`src/rtl/dds_func_gen.sv`:
```
// DDS function generator: phase accumulator plus waveform shaper with a
// shadowed configuration that only takes effect at period boundaries.
module dds_func_gen #(
    parameter int OUT_W   = 8,
    parameter int PHASE_W = 16
) (
    input  logic               clk,
    input  logic               rst,
    input  logic               en,
    input  logic               phase_clr,
    input  logic               cfg_valid,
    output logic               cfg_ready,
    input  logic [2:0]         cfg_mode,
    input  logic [PHASE_W-1:0] cfg_ftw,
    input  logic [OUT_W-1:0]   cfg_duty,
    output logic [OUT_W-1:0]   out,
    output logic               wrap
);
    localparam int PW = 2 * (OUT_W - 1);
    localparam logic [OUT_W-1:0] MID    = {1'b1, {(OUT_W-1){1'b0}}};
    localparam logic [OUT_W-1:0] MID_M1 = {1'b0, {(OUT_W-1){1'b1}}};
    localparam logic [OUT_W-1:0] MAXV   = {OUT_W{1'b1}};

    logic [PHASE_W-1:0] acc_reg;
    logic               carry_reg;
    logic [15:0]        lfsr_reg;
    logic               pending_reg;
    logic [2:0]         sh_mode_reg, mode_reg;
    logic [PHASE_W-1:0] sh_ftw_reg, ftw_reg;
    logic [OUT_W-1:0]   sh_duty_reg, duty_reg;
    logic [OUT_W-1:0]   out_reg;
    logic               wrap_reg;

    logic [PHASE_W:0]   sum;
    logic               transfer;
    logic               apply;
    logic [OUT_W-1:0]   p;
    logic               h;
    logic [OUT_W-2:0]   u;
    logic [PW-1:0]      prod;
    logic [OUT_W-1:0]   mag;
    logic [OUT_W-1:0]   tri_t;
    logic [OUT_W-1:0]   wave_next;

    assign sum      = {1'b0, acc_reg} + {1'b0, ftw_reg};
    assign transfer = cfg_valid & ~pending_reg;
    // Apply only where a phase discontinuity is harmless: stopped, cleared, or at wrap.
    assign apply    = pending_reg & (~en | phase_clr | sum[PHASE_W]);

    assign cfg_ready = ~pending_reg;
    assign out       = out_reg;
    assign wrap      = wrap_reg;

    assign p     = acc_reg[PHASE_W-1 -: OUT_W];
    assign h     = p[OUT_W-1];
    assign u     = p[OUT_W-2:0];
    // N-1-u over OUT_W-1 bits is simply the bitwise complement of u.
    assign prod  = {{(OUT_W-1){1'b0}}, u} * {{(OUT_W-1){1'b0}}, ~u};
    assign mag   = OUT_W'(prod >> (OUT_W - 3));
    assign tri_t = {u, 1'b0};

    always_comb begin
        wave_next = MID;
        case (mode_reg)
            3'd0:    wave_next = h ? (MID_M1 - mag) : (MID + mag);
            3'd1:    wave_next = (p < duty_reg) ? MAXV : '0;
            3'd2:    wave_next = p;
            3'd3:    wave_next = h ? ~tri_t : tri_t;
            3'd4:    wave_next = lfsr_reg[15 -: OUT_W];
            3'd5:    wave_next = duty_reg;
            default: wave_next = MID;
        endcase
    end

    always_ff @(posedge clk or posedge rst) begin
        if (rst) begin
            acc_reg   <= '0;
            carry_reg <= 1'b0;
            lfsr_reg  <= 16'hACE1;
            out_reg   <= MID;
            wrap_reg  <= 1'b0;
        end else begin
            if (phase_clr) begin
                acc_reg   <= '0;
                carry_reg <= 1'b0;
            end else if (en) begin
                {carry_reg, acc_reg} <= sum;
            end
            if (en) begin
                lfsr_reg <= {1'b0, lfsr_reg[15:1]} ^ (lfsr_reg[0] ? 16'hB400 : 16'h0000);
                out_reg  <= wave_next;
                wrap_reg <= carry_reg;
            end else begin
                wrap_reg <= 1'b0;
            end
        end
    end

    always_ff @(posedge clk or posedge rst) begin
        if (rst) begin
            pending_reg <= 1'b0;
            sh_mode_reg <= 3'd0;
            sh_ftw_reg  <= '0;
            sh_duty_reg <= MID;
            mode_reg    <= 3'd0;
            ftw_reg     <= '0;
            duty_reg    <= MID;
        end else if (transfer) begin
            sh_mode_reg <= cfg_mode;
            sh_ftw_reg  <= cfg_ftw;
            sh_duty_reg <= cfg_duty;
            pending_reg <= 1'b1;
        end else if (apply) begin
            mode_reg    <= sh_mode_reg;
            ftw_reg     <= sh_ftw_reg;
            duty_reg    <= sh_duty_reg;
            pending_reg <= 1'b0;
        end
    end
endmodule
```
`config.mk`:
```
export PLATFORM = sky130hd
export DESIGN_NAME = dds_func_gen
export DESIGN_NICKNAME = d
export VERILOG_FILES = /design/src/rtl/dds_func_gen.sv
export SDC_FILE = /design/constraint.sdc
export NUM_CORES = 1
export LEC_CHECK = 0
export ABC_AREA = 1
export BUFFER_PORTS_ARGS = -buffer_cell sky130_fd_sc_hd__buf_2
export CAP_MARGIN = 20
export CORE_MARGIN = 2
export CORE_UTILIZATION = 57
export CTS_BUF_LIST = sky130_fd_sc_hd__clkbuf_4
export CTS_CLUSTER_DIAMETER = 60
export DETAILED_ROUTE_END_ITERATION = 16
export PLACE_DENSITY = 0.8
export SLEW_MARGIN = 20
export SYNTH_ARGS = -nofsm -noshare
export SYNTH_HDL_FRONTEND = slang
export SYNTH_SLANG_ARGS = --single-unit
```
`constraint.sdc`:
```
create_clock -name clk -period 4 [get_ports clk]
set_input_delay 0.2 -clock clk [delete_from_list [all_inputs] [get_ports clk]]
set_output_delay 0.2 -clock clk [all_outputs]
set_load 0.02 [all_outputs]
```
==> results of run 1 <==
-- critical path: cells and delay by family (launching register included) --
kind,cells,cell delay [ns]
buffers and inverters,5,0.53
and+or+nand+nor,9,0.83
adders and majority gates,5,1.93
DFF,1,0.42
-- kinds of logic (layout without fill, tap and decap cells) --
kind of cell | Yosys count | in the layout | synth area share (%)
simple gates | 394 | 394 | 26.1
buf+inv | 118 | 205 | 7.78
flops | 97 | 97 | 36.2
compound gates | 84 | 84 | 6.87
fa+ha+maj | 77 | 77 | 16.2
mux | 27 | 27 | 4.51
xor+xnor | 18 | 18 | 2.34
-- Yosys cell counts (3+ instances only) --
cell type | n | area share, %
a21oi_1 | 27 | 2.0
buf_12 | 3 | 0.89
buf_2 | 8 | 0.59
buf_4 | 3 | 0.33
clkbuf_1 | 10 | 0.56
dfrtp_1 | 86 | 32
dfstp_2 | 11 | 4.3
fa_1 | 17 | 5.1
ha_1 | 60 | 11
inv_1 | 88 | 4.9
mux2_2 | 27 | 4.5
nand2_1 | 249 | 14
nand2_2 | 4 | 0.37
nand3_1 | 49 | 3.6
nand3_2 | 20 | 3.0
nand3b_1 | 7 | 0.78
nor2_1 | 53 | 3.0
nor3_1 | 5 | 0.37
o21ai_0 | 34 | 2.5
o21ai_1 | 3 | 0.22
o22ai_1 | 11 | 1.0
xnor2_1 | 14 | 1.8
xor2_1 | 4 | 0.52
-- cell type report --
type | count | area [um2] | area share (%)
clock buffers | 10 | 75.1 | 0.982
clock inverters | 6 | 61.3 | 0.802
inverters | 92 | 354 | 4.63
multi-input cells | 600 | 3830 | 50.1
flip-flops and latches | 97 | 2440 | 31.9
well taps | 143 | 179 | 2.34
repair buffers | 97 | 702 | 9.18
-- metal layers --
layer	share of wire (%)	wire, um
met5	0	0
met2	49	7640
met3	5.6	873
met4	2.2	345
met1	43	6800
-- what timing repair did --
item	4_1_cts	5_1_grt
endpoints found under the hold margin	87	0
endpoints found under the setup margin	0	7
resized for setup	0	9
buffers inserted	0	8
hold buffers	29	0
-- worst max path at each step --
stage	from	to	slack, ns	depth (start not counted)
2_1_floorplan	acc_reg[13]	out[2]	0.02	18
3_3_place_gp	acc_reg[14]	out[2]	0.12	17
3_5_place_dp	acc_reg[14]	out[2]	0.09	17
4_1_cts	acc_reg[13]	out[2]	0.08	17
5_1_grt	acc_reg[9]	out[4]	0.006	18
6_report	acc_reg[8]	out[2]	0.20	19
-- power by group through the flow --
stage	combinational [uW]	clock, uW	sequential, uW
after floorplan	2950	0	1560
after global placement	3690	0	1570
after detailed placement	3780	0	1580
after CTS	3830	523	1560
after global routing	4740	566	1610
final	4150	520	1570
-- per-stage QoR --
step | hold WS (ns) | setup slack [ns] | power, uW
2_1_floorplan | 0.297 | 0.0218 | 4510
3_5_place_dp | 0.429 | 0.0884 | 5360
6_report | 0.173 | 0.196 | 6240
3_3_place_gp | 0.428 | 0.124 | 5260
5_1_grt | 0.194 | 0.00564 | 6920
4_1_cts | 0.164 | 0.0765 | 5920
==> summary.md, run 1 <==
| Metric | Value |
|---|---|
| Status | completed |
| Seq cells post-synth | 97 |
| GRT Total Usage | 26.1% |
| Leak | 0.00405 uW |
| Port bufs | 41 |
| CP max FO | 8 |
| Clk_lat worst skew | 0.47 ns |
| R2r worst-path depth | 19 |
| Commonest non-fill, non-tap cell in the layout | nand2_1 |
| Max cap viols | 0 |
| Ys flop type | dfrtp_1 |
| Hold path start | en |
| Clock buffer depth | 2 |
| Max incr delay on CP | 0.55 ns |
| Initial antenna violation count | 0 |
| Most frequent CP cell | nand2_1 |
| Hold path endpoint | lfsr_reg[11] |
| Post-synth EDFFs | 0 |
| Sequential share of power | 25.2% |
| HP Class | in2reg |
| Maximum VDD drop | 0.000773 V |
| Seq/Total Area, Yosys | 36.2% |
| Placer Congestion | 0.921 |
| Arrival time at the worst endpoint | 4.18 ns |
| Die W | 113 um |
| Final setup viols | 0 |
| R2R Path Start | acc_reg[8] |
| Number of CTS-inserted buffers | 9 |
| Ys async rst share | 100% |
| Worst-margin pin slew | 1.04 ns |
| # DRC | 0 |
| Met2 Resource Use GR | 43.7% |
| Sw Ratio | 48.7% |
| Cell Area, Synth | 0.00674 mm2 |
| Fin cells | 1,045 |
| Initial core utilization | 58.8% |
| Ratio of cells with drive above 1 in the final layout | 18.7% |
| Met3 usage | 4.02% |
| Synthesized Nets | 924 |
| Fillers | 884 |
| Detailed Routing Iterations Pass 1 | 8 |
| Max-slew violations | 0 |
| Gr busiest metal | met2 |
| IO Pins | 42 |
| R2R Setup Slk | 0.20 ns |
| Worst Clk Skew | 0.0266 ns |
| RSZ-0062 raised after global routing | false |
| CTS sink cnt | 97 |
| Clock power frac | 8.3% |
| Power Density | 816 mW/mm2 |
| Layout Nets | 1,006 |
| Post-DRT Antenna Nets | 0 |
| Root Buffer | clkbuf_4 |
| Routed WL per cell | 15.0 um |
| Startpoint Class | register |
| RR Endpoint | out[2] |
| Mapped Cells | 815 |
| FMAX | 263 MHz |
| Synth unique cells | 41 |
| Worst-path cell chain | buf_4 -> inv_2 -> nor2_1 -> ha_1 -> inv_1 -> fa_1 -> fa_1 -> fa_1 -> inv_1 -> ha_4 -> nand2_1 -> nand2_1 -> inv_1 -> nand2_1 -> or2_2 -> nand3_1 -> nand3_1 -> nand2_1 -> nand2_1 |
| First-pass GRT wire length | 26.9 mm |
| CORE AREA | 0.0115 mm2 |
| Via count | 5,745 |
| Minimum clock period | 3.80 ns |
| Switch Pwr | 3040 uW |
| Met1 Use GR | 35.4% |
| Yosys warning count | 0 |
| Row Count | 39 |
| CP required | 4.38 ns |
| Hold Path Cell Cnt | 3 |
| Final WL | 15.7 mm |
| Rel. slew slack | 30.3% |
| Vias in the first global route | 5,693 |
| DRT iter0 DRCs | 429 |
| Die Y-Extent | 113 um |
| Final core utilization | 66.7% |
| TritonCTS clock tree | yes |
| Comb power frac | 66.5% |
| DP HPWL | 10.6 mm |
| DP Area | 0.00709 mm2 |
| Die area | 0.0127 mm2 |
| Final hold vios | 0 |
| Area grow syn2layout | 13.5% |
| Pint | 3210 uW |
| Mapped Avg Cell Area | 8.27 um2 |
| Fin crit share | 95.1% |
| H-Tree Depth | 3 |
| Commonest non-fill, non-tap cells in the layout | nand2_1, inv_1, dfrtp_1, ha_1, nor2_1 |
| Placed insts | 992 |
| Largest net degree at the start of global routing | 72 |
| Via/cell ratio | 5.50 |
| GRT Residual Overflow | 0 |
| CP Capture Type | register |
| Clk slew on worst S/H paths | 0.18 ns |
| Final instance area | 0.00765 mm2 |
| Slowest cell on the critical path | fa_1 |
| Setup TNS | 0 ns |
| Setup Crit Path Kind | reg2reg |
| Number of diodes | 0 |
Power figures use the tool's default switching activity.
==> inputs of run 2 (changes only) <==
--- a/config.mk
+++ b/config.mk
@@ -5,7 +5,7 @@
 export SDC_FILE = /design/constraint.sdc
 export NUM_CORES = 1
 export LEC_CHECK = 0
-export ABC_AREA = 1
+export ABC_AREA = 0
 export BUFFER_PORTS_ARGS = -buffer_cell sky130_fd_sc_hd__buf_2
 export CAP_MARGIN = 20
 export CORE_MARGIN = 2
==> summary.md, run 2 <==
| Metric | Value |
|---|---|
| RSZ-0062 raised after global routing | true (was false) |
| Clk slew on worst S/H paths | 0.16 ns (was 0.18 ns) |
| Row Count | 38 (was 39) |
| Via/cell ratio | 5.71 (was 5.50) |
| Cell Area, Synth | 0.00624 mm2 (was 0.00674 mm2) |
| Setup ws final | 0.0559 ns (was 0.196 ns) |
| Largest area contributor in the netlist | dfrtp_1 (unchanged) |
| Via count | 4,572 (was 5,745) |
| Vias in the first global route | 4,660 (was 5,693) |
| Ranking of synthesized cells by area | dfrtp_1, ha_1, mux2_2, fa_1, mux2_4 (was dfrtp_1, nand2_1, ha_1, fa_1, inv_1) |
| Worst Clk Skew | 0.0216 ns (was 0.0266 ns) |
| IO Pins | 42 (unchanged) |
| Number of CTS-inserted buffers | 9 (unchanged) |
| Ratio of cells with drive above 1 in the final layout | 33.3% (was 18.7%) |
| Yosys top cell area share | 34.5% (was 31.9%) |
| CP Launch Point | acc_reg[12] (was acc_reg[8]) |
| Ys flop type | dfrtp_1 (unchanged) |
| Rel. slew slack | 30.7% (was 30.3%) |
| Routed WL per cell | 16.9 um (was 15.0 um) |
| GRT Residual Overflow | 0 (unchanged) |
| Clk_lat worst skew | 0.46 ns (was 0.47 ns) |
| Initial antenna violation count | 1 (was 0) |
| Yosys warning count | 0 (unchanged) |
| Placer Congestion | 0.921 (about the same) |
| DRT iter0 DRCs | 352 (was 429) |
| R2R Path Start | acc_reg[12] (was acc_reg[8]) |
| Seq cells post-synth | 97 (unchanged) |
| Synthesized Nets | 666 (was 924) |
| Arrival time at the worst endpoint | 4.36 ns (was 4.18 ns) |
| Post-DRT Antenna Nets | 0 (unchanged) |
| Hold path start | phase_clr (was en) |
| Setup Crit Path Kind | reg2reg (unchanged) |
| Mapped Avg Cell Area | 11.2 um2 (was 8.27 um2) |
| Cell with the most instances after synthesis | dfrtp_1 (was nand2_1) |
| Fin cells | 801 (was 1,045) |
| Max incr delay on CP | 0.54 ns (was 0.55 ns) |
| HP Class | in2reg (unchanged) |
| Minimum clock period | 3.94 ns (was 3.80 ns) |
| Commonest non-fill, non-tap cell in the layout | dfrtp_1 (was nand2_1) |
| Worst-path cell chain | inv_4 -> nand2_4 -> fa_1 -> fa_1 -> fa_1 -> fa_1 -> inv_2 -> ha_4 -> nand2_2 -> o211ai_1 -> buf_4 -> a221oi_4 -> xnor2_1 -> a211oi_1 -> nor2_1 (was buf_4 -> inv_2 -> nor2_1 -> ha_1 -> inv_1 -> fa_1 -> fa_1 -> fa_1 -> inv_1 -> ha_4 -> nand2_1 -> nand2_1 -> inv_1 -> nand2_1 -> or2_2 -> nand3_1 -> nand3_1 -> nand2_1 -> nand2_1) |
| Post-synth EDFFs | 0 (unchanged) |
| Final WL | 13.5 mm (was 15.7 mm) |
| GRT Total Usage | 24.5% (was 26.1%) |
| Final hold vios | 0 (unchanged) |
| Initial core utilization | 58.1% (was 58.8%) |
| Startpoint Class | register (unchanged) |
| Final setup viols | 0 (unchanged) |
| Largest net degree at the start of global routing | 70 (was 72) |
| Mapped Cells | 557 (was 815) |
| Port bufs | 41 (unchanged) |
| CP required | 4.41 ns (was 4.38 ns) |
| Placed insts | 747 (was 992) |
| Post-synth top cells | dfrtp_1, ha_1, mux2_2 (was nand2_1, inv_1, dfrtp_1) |
| Root Buffer | clkbuf_4 (unchanged) |
| Detailed Routing Iterations Pass 1 | 5 (was 8) |
| CP Capture Type | register (unchanged) |
| Area grow syn2layout | 18.9% (was 13.5%) |
| # DRC | 0 (unchanged) |
| Commonest non-fill, non-tap cells in the layout | dfrtp_1, ha_1, mux2_2, nor2_1 (was nand2_1, inv_1, dfrtp_1, ha_1, nor2_1) |
| FMAX | 254 MHz (was 263 MHz) |
| First-pass GRT wire length | 22.2 mm (was 26.9 mm) |
| DP Worst Slack | -0.0743 ns (was 0.0884 ns) |
| Max-slew violations | 0 (unchanged) |
| TritonCTS clock tree | yes (unchanged) |
| Die W | 109 um (was 113 um) |
| Max cap viols | 0 (unchanged) |
| Clock buffer depth | 2 (unchanged) |
| Slowest cell on the critical path | fa_1 (unchanged) |
| Synth unique cells | 50 (was 41) |
| R2R Setup Slk | 0.06 ns (was 0.20 ns) |
| Layout Nets | 764 (was 1,006) |
| Die area | 0.0118 mm2 (was 0.0127 mm2) |
| Worst-margin pin slew | 1.03 ns (was 1.04 ns) |
| Status | completed (unchanged) |
| H-Tree Depth | 3 (unchanged) |
| CTS sink cnt | 97 (unchanged) |
| CORE AREA | 0.0107 mm2 (was 0.0115 mm2) |
| Ys async rst share | 100% (unchanged) |
| Die Y-Extent | 109 um (was 113 um) |
| Seq/Total Area, Yosys | 39.1% (was 36.2%) |
| Most frequent CP cell | fa_1 (was nand2_1) |
| Fin crit share | 98.6% (was 95.1%) |
| CP max FO | 4 (was 8) |
| DP HPWL | 9.44 mm (was 10.6 mm) |
[run 2: changes by cell type after synthesis, moves of 22 or more]
cell and delta:
nand2_1 -227, o21ai_0 -22, mux2_2 +22, nand3_1 -45, inv_1 -51
[run 2: layout make-up]
cell class | instances | area (um2)
Antenna cell | 1 | 2.50
Clock buffer | 9 | 67.6
Clock inverter | 7 | 53.8
Fill cell | 795 | 3320
Inverter | 38 | 150
Multi-Input combinational cell | 397 | 3720
Sequential cell | 97 | 2440
Tap cell | 140 | 175
Timing Repair Buffer | 112 | 816
[run 2: what timing repair did]
| item | in CTS | in global routing |
|---|---|---|
| setup endpoints to repair | 3 | 6 |
| hold buffers | 28 | 0 |
| resized for setup | 9 | 24 |
| buffers inserted | 6 | 3 |
| pin swaps | 16 | 22 |
| hold endpoints to repair | 93 | 0 |
[run 2: kinds of logic (layout without fill, tap and decap cells)]
group | Yosys count | count (layout) | synth area share [%]
AND/OR/NAND/NOR | 102 | 102 | 7.45
XOR/XNOR | 39 | 39 | 5.47
other | 0 | 1 | 0
buffers and inverters | 63 | 166 | 4.43
adder cells (fa/ha/maj) | 77 | 77 | 17.5
AO/OA/AOI/OAI | 103 | 103 | 11.3
multiplexers | 76 | 76 | 14.8
flip-flops | 97 | 97 | 39.1
[run 2: routing by layer]
layer | up-vias | track usage (%) | wire [um]
met5 | - | 0 | 0
met2 | 115 | 43.6 | 7160
met3 | 23 | 3.71 | 522
met1 | 2290 | 30.7 | 5610
met4 | 0 | 7.60 | 222
li1 | 2144 | - | -
[run 2: final timing paths]
check,end,cells after the start
setup reg to reg,out[7],15
setup / recovery,out[7],15
min in group asynchronous,mode_reg[2],3
hold / removal,acc_reg[1],2
max in group asynchronous,lfsr_reg[0],4
hold reg to reg,out[4],1
[run 2: worst max-delay path, delay by kind of cell, from the launching register on]
| kind | cells | cell delay (ns) |
|---|---|---|
| adders and majority gates | 5 | 2.23 |
| AOI/OAI and AO/OA | 3 | 0.58 |
| buffers and inverters | 3 | 0.34 |
| DFF | 1 | 0.47 |
| xor gates and xnor gates | 1 | 0.13 |
| and+or+nand+nor | 3 | 0.16 |
[run 2: stage by stage]
| stage | area, um2 | hold WS (ns) | util [%] | TNS (ns) |
|---|---|---|---|---|
| global route | 7430 | 0.134 | 69.1 | -0.428 |
| floorplan | 6290 | 0.352 | - | 0 |
| CTS | 7250 | 0.104 | 67.5 | -0.00981 |
| global placement | 6780 | 0.411 | 63.1 | -0.0478 |
| detailed placement | 6780 | 0.422 | 63.1 | -0.148 |
| finish | 7430 | 0.147 | 69.1 | 0 |
Power of run 2 is not shown: default switching activity piles up to over one toggle a cycle in this logic, so the estimate is an artifact.
==> inputs of run 3 (changes only) <==
==> constraint.sdc (replaced) <==
create_clock -name clk -period 4 [get_ports clk]
set_input_delay 0.6 -clock clk [delete_from_list [all_inputs] [get_ports clk]]
set_output_delay 0.6 -clock clk [all_outputs]
set_load 0.02 [all_outputs]
==> summary.md, run 3 (synthesis results as in run 2) <==
| Metric | Value |
|---|---|
| Status | finished, violations left (was completed) |
| Failing checks | negative setup slack |
| DRT iter0 DRCs | 321 (was 352) |
| Layout Nets | 735 (was 764) |
| DP Worst Slack | -0.125 ns (was -0.0743 ns) |
| Fin crit share | 100% (was 98.6%) |
| CP top delay family | adder cells (unchanged) |
| H-Tree Depth | 3 (unchanged) |
| Port bufs | 41 (unchanged) |
| # DRC | 0 (unchanged) |
| Die area | 0.0118 mm2 (unchanged) |
| Worst Clk Skew | 0.0400 ns (was 0.0216 ns) |
| Row Count | 38 (unchanged) |
| Initial core utilization | 58.1% (unchanged) |
| Initial antenna violation count | 0 (was 1) |
| Final core utilization | 66.5% (was 69.1%) |
| Root Buffer | clkbuf_4 (unchanged) |
| Area grow syn2layout | 14.5% (was 18.9%) |
| Via/cell ratio | 5.74 (was 5.71) |
| Final WL | 12.8 mm (was 13.5 mm) |
| Routed WL per cell | 16.6 um (was 16.9 um) |
| IO Pins | 42 (unchanged) |
| CORE AREA | 0.0107 mm2 (unchanged) |
| Number of CTS-inserted buffers | 9 (unchanged) |
| R2R Setup Slk | -0.008 ns (was 0.06 ns) |
| Clk_lat worst skew | 0.47 ns (was 0.46 ns) |
| Setup Crit Path Kind | reg2reg (unchanged) |
| Hold-fix buffers at CTS | 0 (was 28) |
| Clk slew on worst S/H paths | 0.18 ns (was 0.16 ns) |
| Via count | 4,429 (was 4,572) |
| Detailed Routing Iterations Pass 1 | 5 (unchanged) |
| GRT Residual Overflow | 0 (unchanged) |
| Slowest cell on the critical path | fa_1 (unchanged) |
| CP Capture Type | register (unchanged) |
| Startpoint Class | register (unchanged) |
| Final hold vios | 0 (unchanged) |
| Multi-input logic area | 0.00369 mm2 (was 0.00372 mm2) |
| Ratio of cells with drive above 1 in the final layout | 34.9% (was 33.3%) |
| Most frequent CP cell | fa_1 (unchanged) |
| Minimum clock period | 4.01 ns (was 3.94 ns) |
| WP buf/inv | 2 (was 3) |
| Max cap viols | 0 (unchanged) |
| HP Class | in2async (was in2reg) |
| Setup ws final | -0.00756 ns (was 0.0559 ns) |
| CP Launch Point | acc_reg[13] (was acc_reg[12]) |
| CTS sink cnt | 97 (unchanged) |
| Sequential cell area | 0.00245 mm2 (was 0.00244 mm2) |
| Commonest non-fill, non-tap cells in the layout | dfrtp_1, ha_1, mux2_2, nor2_1, buf_2 (was dfrtp_1, ha_1, mux2_2, nor2_1) |
| Worst-margin pin slew | 0.952 ns (was 1.03 ns) |
| Post-DRT Antenna Nets | 0 (unchanged) |
| FMAX | 250 MHz (was 254 MHz) |
| TritonCTS clock tree | yes (unchanged) |
| Arrival time at the worst endpoint | 4.39 ns (was 4.36 ns) |
| First-pass GRT wire length | 21.8 mm (was 22.2 mm) |
| GRT Total Usage | 23.4% (was 24.5%) |
| Number of diodes | 0 (was 1) |
| Vias in the first global route | 4,625 (was 4,660) |
| CP max FO | 3 (was 4) |
| Die W | 109 um (unchanged) |
| R2R Path Start | acc_reg[13] (was acc_reg[12]) |
| Rel. slew slack | 36.0% (was 30.7%) |
| Final setup viols | 1 (was 0) |
| Max-slew violations | 0 (unchanged) |
| Max incr delay on CP | 0.55 ns (was 0.54 ns) |
| Largest net degree at the start of global routing | 78 (was 70) |
| DP HPWL | 9.31 mm (was 9.44 mm) |
| Die Y-Extent | 109 um (unchanged) |
| Clock buffer depth | 2 (unchanged) |
| Commonest non-fill, non-tap cell in the layout | dfrtp_1 (unchanged) |
| RSZ-0062 raised after global routing | true (unchanged) |
| Fillers | 838 (was 795) |
| CP required | 4.38 ns (was 4.41 ns) |
| Placer Congestion | 0.849 (was 0.921) |
| Worst-path cell chain | inv_4 -> nand2_4 -> fa_1 -> fa_1 -> fa_1 -> fa_1 -> inv_2 -> ha_4 -> nand2_2 -> o211ai_1 -> a31oi_1 -> xnor2_1 -> a211oi_2 -> o2bb2ai_1 (was inv_4 -> nand2_4 -> fa_1 -> fa_1 -> fa_1 -> fa_1 -> inv_2 -> ha_4 -> nand2_2 -> o211ai_1 -> buf_4 -> a221oi_4 -> xnor2_1 -> a211oi_1 -> nor2_1) |
==> run 3: changes by cell type in the layout (fill, tap and decap cells not counted), sizes merged <==
cell,previous run,this run
inv,39,40
diode,1,0
bufinv,0,1
clkinvlp,4,1
buf,84,83
dlygate4sd3,28,0
clkinv,2,3
==> run 3: per-layer routing <==
layer / up-vias / routed length (um) / track usage [%]
met5: - / 0 / 0
met1: 2192 / 5650 / 30.9
li1: 2097 / - / -
met4: 0 / 341 / 9.71
met3: 28 / 508 / 3.65
met2: 112 / 6280 / 38.8
==> run 3: final cells by class <==
class	count	share of cell area, %
multi-input cells	397	51.6
flip-flops and latches	97	34.2
repair buffers	83	7.44
well taps	140	2.45
inverters	38	2.10
clock inverters	7	1.23
clock buffers	9	0.945
==> run 3: what timing repair did <==
item                       CTS  global route
setup endpoints to repair    4             6
pin swaps                   11            33
setup buffers                5             6
resized for setup            8            29
==> run 3: through the flow <==
step                instance area (um2)  hold WS (ns)  instances  setup TNS, ns
finish                             7150         0.312        771       -0.00756
CTS                                6990         0.327        765              0
floorplan                          6290         0.459        557              0
global placement                   6760         0.466        744       -0.00382
global route                       7150         0.331        771         -0.367
detailed placement                 6760         0.473        744         -0.300
==> run 3: path summary, 6_finish.rpt <==
path	to	depth (start not counted)
min in group clk	sh_ftw_reg[6]	2
setup reg to reg	out[6]	14
hold / removal	lfsr_reg[3]	2
hold reg to reg	out[7]	2
max in group asynchronous	lfsr_reg[10]	3
setup / recovery	out[6]	14
Power of run 3 is left out for the same reason.
